## src/rtl/mem_arbiter.sv

```systemverilog
// mem_arbiter: two-master round-robin arbiter in front of the main memory slave.
// Master 0 is instruction fetch, master 1 is load/store. At most one access is issued
// per cycle, a lock lets one master run an uninterrupted read-modify-write, and the
// one-cycle read response is routed back to the master that issued it.
module mem_arbiter #(
    parameter int XLEN       = 32,
    parameter int ADDR_WIDTH = 32,
    parameter int MODE_WIDTH = 2
) (
    input  logic                  clk,
    input  logic                  rst,

    input  logic                  m0_req,
    input  logic                  m0_wen,
    input  logic                  m0_lock,
    input  logic [ADDR_WIDTH-1:0] m0_addr,
    input  logic [MODE_WIDTH-1:0] m0_mode,
    input  logic [XLEN-1:0]       m0_dat_i,
    output logic                  m0_gnt,
    output logic                  m0_valid,
    output logic [XLEN-1:0]       m0_dat_o,

    input  logic                  m1_req,
    input  logic                  m1_wen,
    input  logic                  m1_lock,
    input  logic [ADDR_WIDTH-1:0] m1_addr,
    input  logic [MODE_WIDTH-1:0] m1_mode,
    input  logic [XLEN-1:0]       m1_dat_i,
    output logic                  m1_gnt,
    output logic                  m1_valid,
    output logic [XLEN-1:0]       m1_dat_o,

    output logic                  mem_req,
    output logic                  mem_wen,
    output logic [ADDR_WIDTH-1:0] mem_addr,
    output logic [MODE_WIDTH-1:0] mem_mode,
    output logic [XLEN-1:0]       mem_dat_o,
    input  logic [XLEN-1:0]       mem_dat_i
);

    typedef enum logic [1:0] {
        IDLE  = 2'd0,
        LOCK0 = 2'd1,
        LOCK1 = 2'd2
    } state_e;

    state_e state_q, state_d;
    logic   ptr_q,   ptr_d;     // master that wins a tie in IDLE (0 or 1)
    logic   pend_q,  pend_d;    // a response is due this cycle
    logic   owner_q, owner_d;   // master the pending response belongs to
    logic   rd_q,    rd_d;      // pending response is for a read

    logic   gnt0, gnt1;

    // State register, round-robin pointer and response tag
    // NOTE: sequential state uses non-blocking assignments only, so every flop samples
    // pre-edge values regardless of block evaluation order.
    always_ff @(posedge clk or posedge rst) begin
        if (rst) begin
            state_q <= IDLE;
            ptr_q   <= 1'b0;
            pend_q  <= 1'b0;
            owner_q <= 1'b0;
            rd_q    <= 1'b0;
        end else begin
            state_q <= state_d;
            ptr_q   <= ptr_d;
            pend_q  <= pend_d;
            owner_q <= owner_d;
            rd_q    <= rd_d;
        end
    end

    // Next state: enter a lock on a locked grant from IDLE, leave when the owner drops lock
    // NOTE: every combinational output gets a default before the case, so no path can
    // leave it unassigned and infer a latch.
    always_comb begin
        state_d = state_q;
        case (state_q)
            IDLE: begin
                if (gnt0 && m0_lock) begin
                    state_d = LOCK0;
                end else if (gnt1 && m1_lock) begin
                    state_d = LOCK1;
                end
            end
            LOCK0:   if (!m0_lock) state_d = IDLE;
            LOCK1:   if (!m1_lock) state_d = IDLE;
            default: state_d = IDLE;
        endcase
    end

    // Grant decode: single requester wins, a tie goes to the pointer, a lock admits only its owner
    always_comb begin
        gnt0 = 1'b0;
        gnt1 = 1'b0;
        // Grants are suppressed while reset is held so every output reads 0 in reset.
        if (!rst) begin
            case (state_q)
                IDLE: begin
                    if (m0_req && m1_req) begin
                        gnt0 = ~ptr_q;
                        gnt1 = ptr_q;
                    end else begin
                        gnt0 = m0_req;
                        gnt1 = m1_req;
                    end
                end
                LOCK0:   gnt0 = m0_req;
                LOCK1:   gnt1 = m1_req;
                default: ;
            endcase
        end
    end

    // Pointer and response-tag update: pointer flips on IDLE grants and freezes inside a lock
    always_comb begin
        ptr_d = ptr_q;
        if ((state_q == IDLE) && (gnt0 || gnt1)) begin
            ptr_d = gnt0;   // after a master-0 grant, master 1 wins the next tie
        end
        pend_d  = gnt0 | gnt1;
        owner_d = gnt1;
        if (gnt0) begin
            rd_d = ~m0_wen;
        end else if (gnt1) begin
            rd_d = ~m1_wen;
        end else begin
            rd_d = 1'b0;
        end
    end

    // Issue path: memory command muxed from the granted master, all zero when idle
    always_comb begin
        mem_req   = gnt0 | gnt1;
        mem_wen   = 1'b0;
        mem_addr  = '0;
        mem_mode  = '0;
        mem_dat_o = '0;
        if (gnt0) begin
            mem_wen   = m0_wen;
            mem_addr  = m0_addr;
            mem_mode  = m0_mode;
            mem_dat_o = m0_dat_i;
        end else if (gnt1) begin
            mem_wen   = m1_wen;
            mem_addr  = m1_addr;
            mem_mode  = m1_mode;
            mem_dat_o = m1_dat_i;
        end
    end

    // Response path: valid to the tagged owner, read data only for a tagged read
    always_comb begin
        m0_valid = pend_q & ~owner_q;
        m1_valid = pend_q &  owner_q;
        m0_dat_o = (m0_valid && rd_q) ? mem_dat_i : '0;
        m1_dat_o = (m1_valid && rd_q) ? mem_dat_i : '0;
    end

    assign m0_gnt = gnt0;
    assign m1_gnt = gnt1;

endmodule
```

## config.mk

```make
export PLATFORM = sky130hd
export DESIGN_NAME = mem_arbiter
export DESIGN_NICKNAME = d
export VERILOG_FILES = /design/src/rtl/mem_arbiter.sv
export SDC_FILE = /design/constraint.sdc
export NUM_CORES = 1
export LEC_CHECK = 0
export BUFFER_PORTS_ARGS = -buffer_cell sky130_fd_sc_hd__buf_2
export CORE_AREA = 3 3 118 120
export DETAILED_ROUTE_END_ITERATION = 16
export DIE_AREA = 0 0 121 123
export PLACE_DENSITY_LB_ADDON = 0.2
export REMOVE_ABC_BUFFERS = 1
export SLEW_MARGIN = 15
export SYNTH_ARGS = -nofsm -noshare
export SYNTH_HDL_FRONTEND = slang
export SYNTH_SLANG_ARGS = --single-unit
```

## constraint.sdc

```tcl
create_clock -name clk -period 1.7 [get_ports clk]
set_input_delay 0.255 -clock clk [delete_from_list [all_inputs] [get_ports clk]]
set_output_delay 0.255 -clock clk [all_outputs]
set_load 0.03 [all_outputs]
```

==> metrics.md, run 1 <==
| Metric | Value |
|---|---|
| Status | `finished, violations left` |
| Violated checks | `negative setup slack` |
| Pin count of the biggest net entering global routing | `46` |
| Final min period | `1870 ps` |
| IO Pins | `308` |
| Endpoint arrival time on the critical path | `1620 ps` |
| Total inserted antenna cells | `0` |
| Detail Route Antenna Nets | `0` |
| Number of buffers created by CTS | `3` |
| Worst Setup Slack, final | `-174 ps` |
| Type of element capturing the critical path | `output pin` |
| Post-route setup TNS | `-10110 ps` |
| Proportion of layout cells with a drive suffix above 1 | `67.7%` |
| Post-synthesis to final-layout area growth | `156%` |
| Global-route wire length before repair | `13800 µm` |
| Initial Util | `11.4%` |
| Synth warn | `0` |
| Biggest area consumer among synthesized cells | `sky130_fd_sc_hd__a22o_1` |
| Input/output buffers | `307` |
| Clock tree from TritonCTS | `built` |
| Post-synthesis instance area | `1490 µm²` |
| Half-perimeter wire length after placement | `9230 µm` |
| Worst-margin pin slew | `267 ps` |
| Cell row count | `42` |
| Chip Width | `121 µm` |
| Biggest area contributors in the synthesized netlist | `sky130_fd_sc_hd__a22o_1, sky130_fd_sc_hd__and2_1, sky130_fd_sc_hd__buf_6, sky130_fd_sc_hd__dfrtp_1, sky130_fd_sc_hd__clkbuf_1` |
| Height of the die | `123 µm` |
| EDFF count, synth | `0` |
| Power per cell area | `566 nW/µm²` |
| Vias in the first global route | `2525` |
| Avg Synthesized Cell Area | `8.07 µm²` |
| Clock edge transition at the registers on the reported setup and hold paths | `30 ps` |
| Proportion of synthesized chip area in sequential cells | `10.1%` |
| Final Net Count | `663` |
| Average vias per placed instance | `4.06` |
| Largest driver fanout on the critical path | `9` |
| Worst hold slack after final layout | `299 ps` |
| Leading cell type by number of instances after synthesis | `sky130_fd_sc_hd__a22o_1` |
| 1st-pass router iterations | `4` |
| Area of the placeable core | `13100 µm²` |
| Max Cap Violations | `0` |
| Area share of the largest cell type after synthesis | `40.1%` |
| H-tree depth | `1` |
| Clock sink count | `6` |
| Drt initial violations | `35` |
| Setup repair after global routing missed its margin | `yes` |
| Leak pwr | `2.21 nW` |
| Total die area | `14900 µm²` |
| Final WL | `10800 µm` |
| Synth unique cells | `17` |
| Most numerous cell types in the synthesized netlist | `sky130_fd_sc_hd__a22o_1, sky130_fd_sc_hd__and2_1, sky130_fd_sc_hd__buf_6` |
| Async SR Flop Fraction | `100%` |
| Flip-flop cell with the highest count after synthesis | `sky130_fd_sc_hd__dfrtp_1` |
| Final count of pins violating max slew | `0` |
| DRC violations left | `0` |
| Clock root buffer | `sky130_fd_sc_hd__clkbuf_16` |
| Wirelength per Cell | `16.2 µm` |
| Cell count after synthesis | `184` |
| Final Cycle Share | `110%` |
| Clock Tree Buf Depth | `2` |
| Initial antenna violation count | `3` |
| Slew Limit Headroom | `82.1%` |
| Final hold violation count | `0` |
| GRT Util Overall | `11.9%` |
| Maximum resistive drop on vdd | `0.000288 V` |
| Worst min-delay path category | `in2reg` |
| Clock latency at the later pin of the worst-skew pair | `220 ps` |
| Via count of the routed design | `2698` |
| Data required time of the worst path | `1440 ps` |
| Clock skew | `1.22 ps` |
| Maximum clock frequency | `0.534 GHz` |
| Final weighted congestion in routability-driven placement | `0.859` |
| Final setup violation count | `68` |
| Count of state elements after synthesis | `6` |
| Startpoint class of the critical path | `flop` |
| GRT Residual Overflow | `0` |
| Worst setup path category | `reg2out` |
-- sequential cells by signal, indices dropped and copies added (netlist names) --
signal	cells
owner_q	1
rd_q	1
ptr_q	1
pend_q	1
state_q	2
-- report_power, final --
part | total (mW) | internal (mW) | switching [mW]
sequential | 0.187 | 0.165 | 0.0212
clock | 0.374 | 0.301 | 0.0730
combinational | 1.59 | 0.743 | 0.849
total | 2.15 | 1.21 | 0.943
-- kinds of logic after synthesis --
kind of cell           count (synthesis)  synth area share, %
AOI/OAI and AO/OA                     74                 42.9
buffers and inverters                 27                 15.1
and+or+nand+nor                       77                 31.9
DFF                                    6                 10.1
-- layout by cell type, fill, tap and decap left out, drive strengths merged --
cell	n
nand2b	1
dfrtp	6
and3	1
nor2b	3
buf	319
clkbuf	7
nand2	2
a21oi	3
nor3b	2
or2	1
and2	65
o211a	2
nor2	2
a31oi	1
inv	5
dlygate4sd3	1
a22o	68
-- path summary, 6_finish.rpt --
kind	slack, ps	start	cells past startpoint	to
hold reg to reg	550	state_q[0]	1	state_q[1]
setup reg to reg	230	ptr_q	5	pend_q
setup / recovery	-170	ptr_q	5	mem_addr[10]
hold / removal	300	m0_lock	2	state_q[0]
min in group asynchronous	530	rst	3	pend_q
max in group asynchronous	970	rst	3	owner_q
-- through the flow --
step	power, mW	std cells	cell area, µm²	utilization [%]	setup WS [ps]
4_1_cts	2.09	661	3660	28.0	-200
3_5_place_dp	1.48	657	3190	24.4	-67.4
6_report	2.15	665	3800	29.0	-174
5_1_grt	2.26	665	3800	29.0	-216
3_3_place_gp	1.47	657	3190	24.4	-51.8
2_1_floorplan	0.922	162	1280	-	-774
-- what timing repair did --
action                                  CTS  global route
hold endpoints to repair                  6             0
cloned                                    0             3
buffers inserted                          0             1
resized for setup                       125            14
pin swaps                                 1             1
endpoints found under the setup margin   69            71
hold buffers                              1             0
-- layout make-up --
type	instances	area, µm²
clock buffer	3	75.1
fill	1425	9280
inverter	5	18.8
multi-input combinational	151	1140
sequential	6	150
tap	176	220
timing repair buffer	324	2200
-- layer usage --
metal  share of wire [%]  global-route usage (%)  vias to the layer above
met1                  28                    10.1                     1189
met4                 2.0                    2.83                        4
met2                  55                    24.3                      202
met5                0.25                       0                        -
li1                    -                       -                     1285
met3                  14                    5.86                       18
-- worst max-delay path, cell delays in order, from the launching register on --
cell                       delay [ps]
sky130_fd_sc_hd__dfrtp_1          390
sky130_fd_sc_hd__nand2b_4         160
sky130_fd_sc_hd__o211a_4          300
sky130_fd_sc_hd__buf_12           160
sky130_fd_sc_hd__a22o_1           220
sky130_fd_sc_hd__buf_6            150
Note: power is estimated with default switching activity, not from simulation.
==> run 2, diff against run 1 <==
--- a/config.mk
+++ b/config.mk
@@ -7,6 +7,7 @@
 export LEC_CHECK = 0
 export BUFFER_PORTS_ARGS = -buffer_cell sky130_fd_sc_hd__buf_2
 export CORE_AREA = 3 3 118 120
+export CTS_BUF_LIST = sky130_fd_sc_hd__clkbuf_8
 export DETAILED_ROUTE_END_ITERATION = 16
 export DIE_AREA = 0 0 121 123
 export PLACE_DENSITY_LB_ADDON = 0.2
==> run 2 against run 1 <==
  * The flow still finishes with violations (negative setup slack)
  * Maximum frequency rose by 0.23%
  * Die area stayed put
  * Critical path depth unchanged
  * Total power decreased by 7.6%
  * Global-route usage did not move
==> metrics.md, run 2 (same netlist as run 1, synthesis figures left out) <==
| Metric | Value |
|---|---|
| Status | `finished, violations left` |
| Violated checks | `negative setup slack` |
| Worst-margin pin slew | `267 ps` |
| Clock root buffer | `sky130_fd_sc_hd__clkbuf_8` |
| Wirelength per Cell | `16.2 µm` |
| GRT Residual Overflow | `0` |
| Max Cap Violations | `0` |
| Endpoint arrival time on the critical path | `1610 ps` |
| Total inserted antenna cells | `0` |
| Worst hold slack after final layout | `299 ps` |
| Global-route wire length before repair | `13800 µm` |
| Maximum clock frequency | `0.535 GHz` |
| Post-route setup TNS | `-9810 ps` |
| Number of buffers created by CTS | `3` |
| Worst slack after detailed placement | `-67.4 ps` |
| DP Area | `3190 µm²` |
| IO Pins | `308` |
| Crit path capture | `mem_addr[10]` |
| Global routing met1 resource utilization | `10.1%` |
| Power per cell area | `528 nW/µm²` |
| Clock sink count | `6` |
| Initial antenna violation count | `3` |
| Chip Width | `121 µm` |
| Finished Core Util | `28.8%` |
| Worst min-delay path category | `in2reg` |
| Proportion of layout cells with a drive suffix above 1 | `67.7%` |
| Reg2reg setup slack | `230 ps` |
| Clock tree from TritonCTS | `built` |
| Final WL | `10700 µm` |
| Drt initial violations | `36` |
| Worst setup path category | `reg2out` |
| Initial Util | `11.4%` |
| FF-to-FF End | `pend_q` |
| Slew Limit Headroom | `82.1%` |
| Vias in the first global route | `2527` |
| GR Util met3 | `5.86%` |
| Post-synthesis to final-layout area growth | `154%` |
| Top reg by flops | `state_q` |
| Type of element capturing the critical path | `output pin` |
| Maximum resistive drop on vdd | `0.000283 V` |
| Depth of the worst register-to-register path | `5` |
| Final Cycle Share | `110%` |
| Number of flip-flops in the largest register | `2` |
| Detail Route Antenna Nets | `0` |
| GRT Util Overall | `11.9%` |
| Cell row count | `42` |
| Height of the die | `123 µm` |
| Startpoint class of the critical path | `flop` |
| GR Util met2 | `24.3%` |
| Highest-count cells in the layout ignoring fill and taps | `sky130_fd_sc_hd__buf_2, sky130_fd_sc_hd__a22o_1, sky130_fd_sc_hd__and2_1, sky130_fd_sc_hd__buf_6, sky130_fd_sc_hd__buf_4` |
| Final weighted congestion in routability-driven placement | `0.859` |
| Final hold violation count | `0` |
| Final min period | `1870 ps` |
| Input/output buffers | `307` |
| Cell area after layout | `3770 µm²` |
| Clock latency at the later pin of the worst-skew pair | `220 ps` |
| Leak pwr | `2.19 nW` |
| Area of the placeable core | `13100 µm²` |
| Half-perimeter wire length after placement | `9230 µm` |
| Via count of the routed design | `2703` |
| Source of the worst register-to-register timing path | `ptr_q` |
| H-tree depth | `1` |
| Total die area | `14900 µm²` |
| Final Net Count | `663` |
| Data required time of the worst path | `1440 ps` |
| DRC violations left | `0` |
| Worst Setup Slack, final | `-169 ps` |
| Average vias per placed instance | `4.06` |
| Final count of pins violating max slew | `0` |
| Start point of the critical path | `ptr_q` |
| Setup repair after global routing missed its margin | `yes` |
| Pin count of the biggest net entering global routing | `46` |
| Clock skew | `0.338 ps` |
| Clock edge transition at the registers on the reported setup and hold paths | `40 ps` |
| Commonest non-fill, non-tap cell in the layout | `sky130_fd_sc_hd__buf_2` |
| Routing layer with the top usage in global route | `met2` |
| 1st-pass router iterations | `4` |
| Largest driver fanout on the critical path | `9` |
| Final setup violation count | `68` |
| Clock Tree Buf Depth | `2` |
[run 2: critical path: stages (launching register included)]
cell,delay (ps)
sky130_fd_sc_hd__dfrtp_1,390
sky130_fd_sc_hd__nand2b_4,160
sky130_fd_sc_hd__o211a_4,300
sky130_fd_sc_hd__buf_12,160
sky130_fd_sc_hd__a22o_1,220
sky130_fd_sc_hd__buf_6,150
[run 2: worst min path at each step]
stage | startpoint | end | slack, ps | depth (start not counted)
6_report | m0_lock | state_q[0] | 300 | 2
5_1_grt | m0_lock | state_q[0] | 310 | 2
4_1_cts | m0_lock | state_q[0] | 300 | 2
3_5_place_dp | rst | state_q[1] | 200 | 2
3_3_place_gp | rst | ptr_q | 190 | 2
2_1_floorplan | rst | owner_q | 50 | 1
[run 2: what timing repair did]
action                                 4_1_cts  5_1_grt
buffers inserted                             0        1
gates resized for setup                    125       14
setup endpoints to repair                   69       71
pin swaps                                    1        1
endpoints found under the hold margin        6        0
cloned                                       0        3
hold buffers                                 1        0
[run 2: layer usage]
metal	vias up	wire [µm]	part of all wire [%]
li1	1285	-	-
met1	1190	3050	28
met2	203	5950	55
met3	21	1500	14
met4	4	219	2.0
met5	-	27	0.25
[run 2: report_power, final]
| part | internal [mW] | switching (mW) | leakage, nW |
|---|---|---|---|
| registers | 0.165 | 0.0212 | 0.0771 |
| logic | 0.743 | 0.849 | 2.09 |
| clock network | 0.152 | 0.0588 | 0.0216 |
[run 2: cell type report]
class	instances	area, µm²
inverters	5	18.8
fillers	1429	9320
well taps	176	220
clock buffers	3	41.3
flip-flops and latches	6	150
multi-input cells	151	1140
repair buffers	324	2200
[run 2: per-stage QoR]
stage	total power [mW]	instances
final	1.99	665
after global routing	2.10	665
after CTS	1.93	661
after detailed placement	1.48	657
after global placement	1.47	657
after floorplan	0.922	162
==> run 3, diff against run 2 <==
--- a/config.mk
+++ b/config.mk
@@ -6,10 +6,10 @@
 export NUM_CORES = 1
 export LEC_CHECK = 0
 export BUFFER_PORTS_ARGS = -buffer_cell sky130_fd_sc_hd__buf_2
-export CORE_AREA = 3 3 118 120
+export CORE_AREA = 3 3 120 122
 export CTS_BUF_LIST = sky130_fd_sc_hd__clkbuf_8
 export DETAILED_ROUTE_END_ITERATION = 16
-export DIE_AREA = 0 0 121 123
+export DIE_AREA = 0 0 123 125
 export PLACE_DENSITY_LB_ADDON = 0.2
 export REMOVE_ABC_BUFFERS = 1
 export SLEW_MARGIN = 15
==> constraint.sdc (replaced) <==
create_clock -name clk -period 2.2 [get_ports clk]
set_input_delay 0.33 -clock clk [delete_from_list [all_inputs] [get_ports clk]]
set_output_delay 0.33 -clock clk [all_outputs]
set_load 0.03 [all_outputs]
==> run 3 against run 2 <==
  * Final cell count shrank 1.8%
  * Die area grew 3.3%
  * Total power is 37% lower
  * Global-route usage is 0.62 points lower
  * Setup slack better by 330 ps
  * Wire length decreased by 9.1%
  * The run now ends clean
  * Sequential share of layout area is 0.80 points higher
  * First-iteration DRC count fell by 11%
  * Design area is 17% lower
==> metrics.md, run 3 (same netlist as run 1, synthesis figures left out) <==
| Metric | Value |
|---|---|
| Worst setup path category | `reg2out` |
| Final WL | `9770 µm` |
| DRC violations left | `0` |
| Data required time of the worst path | `1870 ps` |
| Library cell contributing the largest single delay on the critical path | `sky130_fd_sc_hd__dfrtp_1` |
| Setup repair after global routing missed its margin | `no` |
| Clock skew | `2.04 ps` |
| Total die area | `15400 µm²` |
| Initial Util | `11.2%` |
| Top reg by flops | `state_q` |
| Largest driver fanout on the critical path | `71` |
| Detail Route Antenna Nets | `0` |
| Post-synthesis to final-layout area growth | `111%` |
| Overall power | `1.25 mW` |
| Worst-margin pin slew | `311 ps` |
| IO Pins | `308` |
| Worst min-delay path category | `in2async` |
| Chip Width | `123 µm` |
| Number of flip-flops in the largest register | `2` |
| Post-CTS setup buffer count | `0` |
| Cell count after placement | `649` |
| Proportion of layout cells with a drive suffix above 1 | `66.4%` |
| Number of buffers created by CTS | `3` |
| Worst-path cell chain | `nand2b_1, o211a_2, buf_12, a22o_1, buf_2` |
| Fill cell instance count of the final layout | `1541` |
| Pin count of the biggest net entering global routing | `72` |
| GRT Residual Overflow | `0` |
| Input/output buffers | `307` |
| Initial antenna violation count | `4` |
| Hold buffers post-CTS | `0` |
| Power per cell area | `398 nW/µm²` |
| Final Cycle Share | `92.7%` |
| Maximum clock frequency | `0.490 GHz` |
| GRT Util Overall | `11.3%` |
| Commonest non-fill, non-tap cell in the layout | `sky130_fd_sc_hd__buf_2` |
| Max incr delay on CP | `390 ps` |
| Vias in the first global route | `2512` |
| Worst Setup Slack, final | `160 ps` |
| Sequential cell area | `150 µm²` |
| Final std cells w/o fill | `653` |
| Startpoint class of the critical path | `flop` |
| Final Net Count | `650` |
| Clock latency at the later pin of the worst-skew pair | `220 ps` |
| Slew Limit Headroom | `79.2%` |
| Final count of pins violating max slew | `0` |
| Endpoint arrival time on the critical path | `1710 ps` |
| Max Cap Violations | `0` |
| Worst slack after detailed placement | `237 ps` |
| Half-perimeter wire length after placement | `8570 µm` |
| Final hold violation count | `0` |
| Wirelength per Cell | `15.0 µm` |
| Clock sink count | `6` |
| H-tree depth | `1` |
| Via count of the routed design | `2622` |
| Height of the die | `125 µm` |
| Clock edge transition at the registers on the reported setup and hold paths | `30 ps` |
| Average vias per placed instance | `4.02` |
| Clock tree from TritonCTS | `built` |
| Maximum resistive drop on vdd | `0.000161 V` |
| Area of the multi-input gates | `1110 µm²` |
| Clock Tree Buf Depth | `2` |
| Post-route setup TNS | `0 ps` |
| Clock root buffer | `sky130_fd_sc_hd__clkbuf_8` |
| Global-route wire length before repair | `13500 µm` |
| Leak pwr | `2.02 nW` |
| Final setup violation count | `0` |
| Final min period | `2040 ps` |
| Cell row count | `42` |
| Highest-count cells in the layout ignoring fill and taps | `sky130_fd_sc_hd__buf_2, sky130_fd_sc_hd__a22o_1, sky130_fd_sc_hd__and2_1` |
| 1st-pass router iterations | `4` |
| Final weighted congestion in routability-driven placement | `0.828` |
| Type of element capturing the critical path | `output pin` |
| Drt initial violations | `32` |
| Status | `complete, no violations` |
| Area of the placeable core | `13300 µm²` |
| PostCTS Resize Cnt | `0` |
run 3: cell count changes in the layout (fill, tap and decap cells not counted), sizes merged:
cell and change:
clkbuf -4, dlygate4sd3 -1, diode +1, buf -8
run 3: path summary, 6_finish.rpt:
check	start	end	slack [ps]	cells past startpoint
worst max-delay path	ptr_q	mem_addr[26]	160	5
worst min-delay path	rst	ptr_q	30	2
worst max register to register	ptr_q	pend_q	800	4
worst min register to register	ptr_q	ptr_q	500	1
max in group asynchronous	rst	owner_q	1970	2
min in group clk	m0_lock	state_q[0]	370	2
run 3: power by group:
part / internal, mW / switching (mW)
combinational: 0.351 / 0.592
sequential: 0.128 / 0.0154
clock: 0.117 / 0.0453
run 3: stage by stage:
| stage | hold WS [ps] | utilization (%) | area [µm²] |
|---|---|---|---|
| 2_1_floorplan | 121 | - | 1280 |
| 3_3_place_gp | 280 | 23.3 | 3090 |
| 3_5_place_dp | 275 | 23.3 | 3090 |
| 4_1_cts | 40.3 | 23.6 | 3130 |
| 5_1_grt | 61.6 | 23.6 | 3130 |
| 6_report | 34.3 | 23.6 | 3140 |
run 3: cell type report:
cell class	count	share of cell area (%)
Multi-Input combinational cell	151	35.4
Inverter	5	0.599
Tap cell	176	7.02
Sequential cell	6	4.79
Clock buffer	3	1.32
Timing Repair Buffer	311	50.8
Antenna cell	1	0.0798
run 3: per-layer routing:
metal  global-route usage [%]  wire length [µm]  up-vias
met3                     4.97              1320       21
met1                     9.01              2800     1150
li1                         -                 -     1263
met5                        0                68        -
met2                     23.6              5370      180
met4                     2.93               214        8
run 3: worst max-delay path, delay by kind of cell (launching register included):
family	cells	cell delay, ps
compound gates	2	510
buf+inv	2	380
flops	1	390
simple gates	1	170
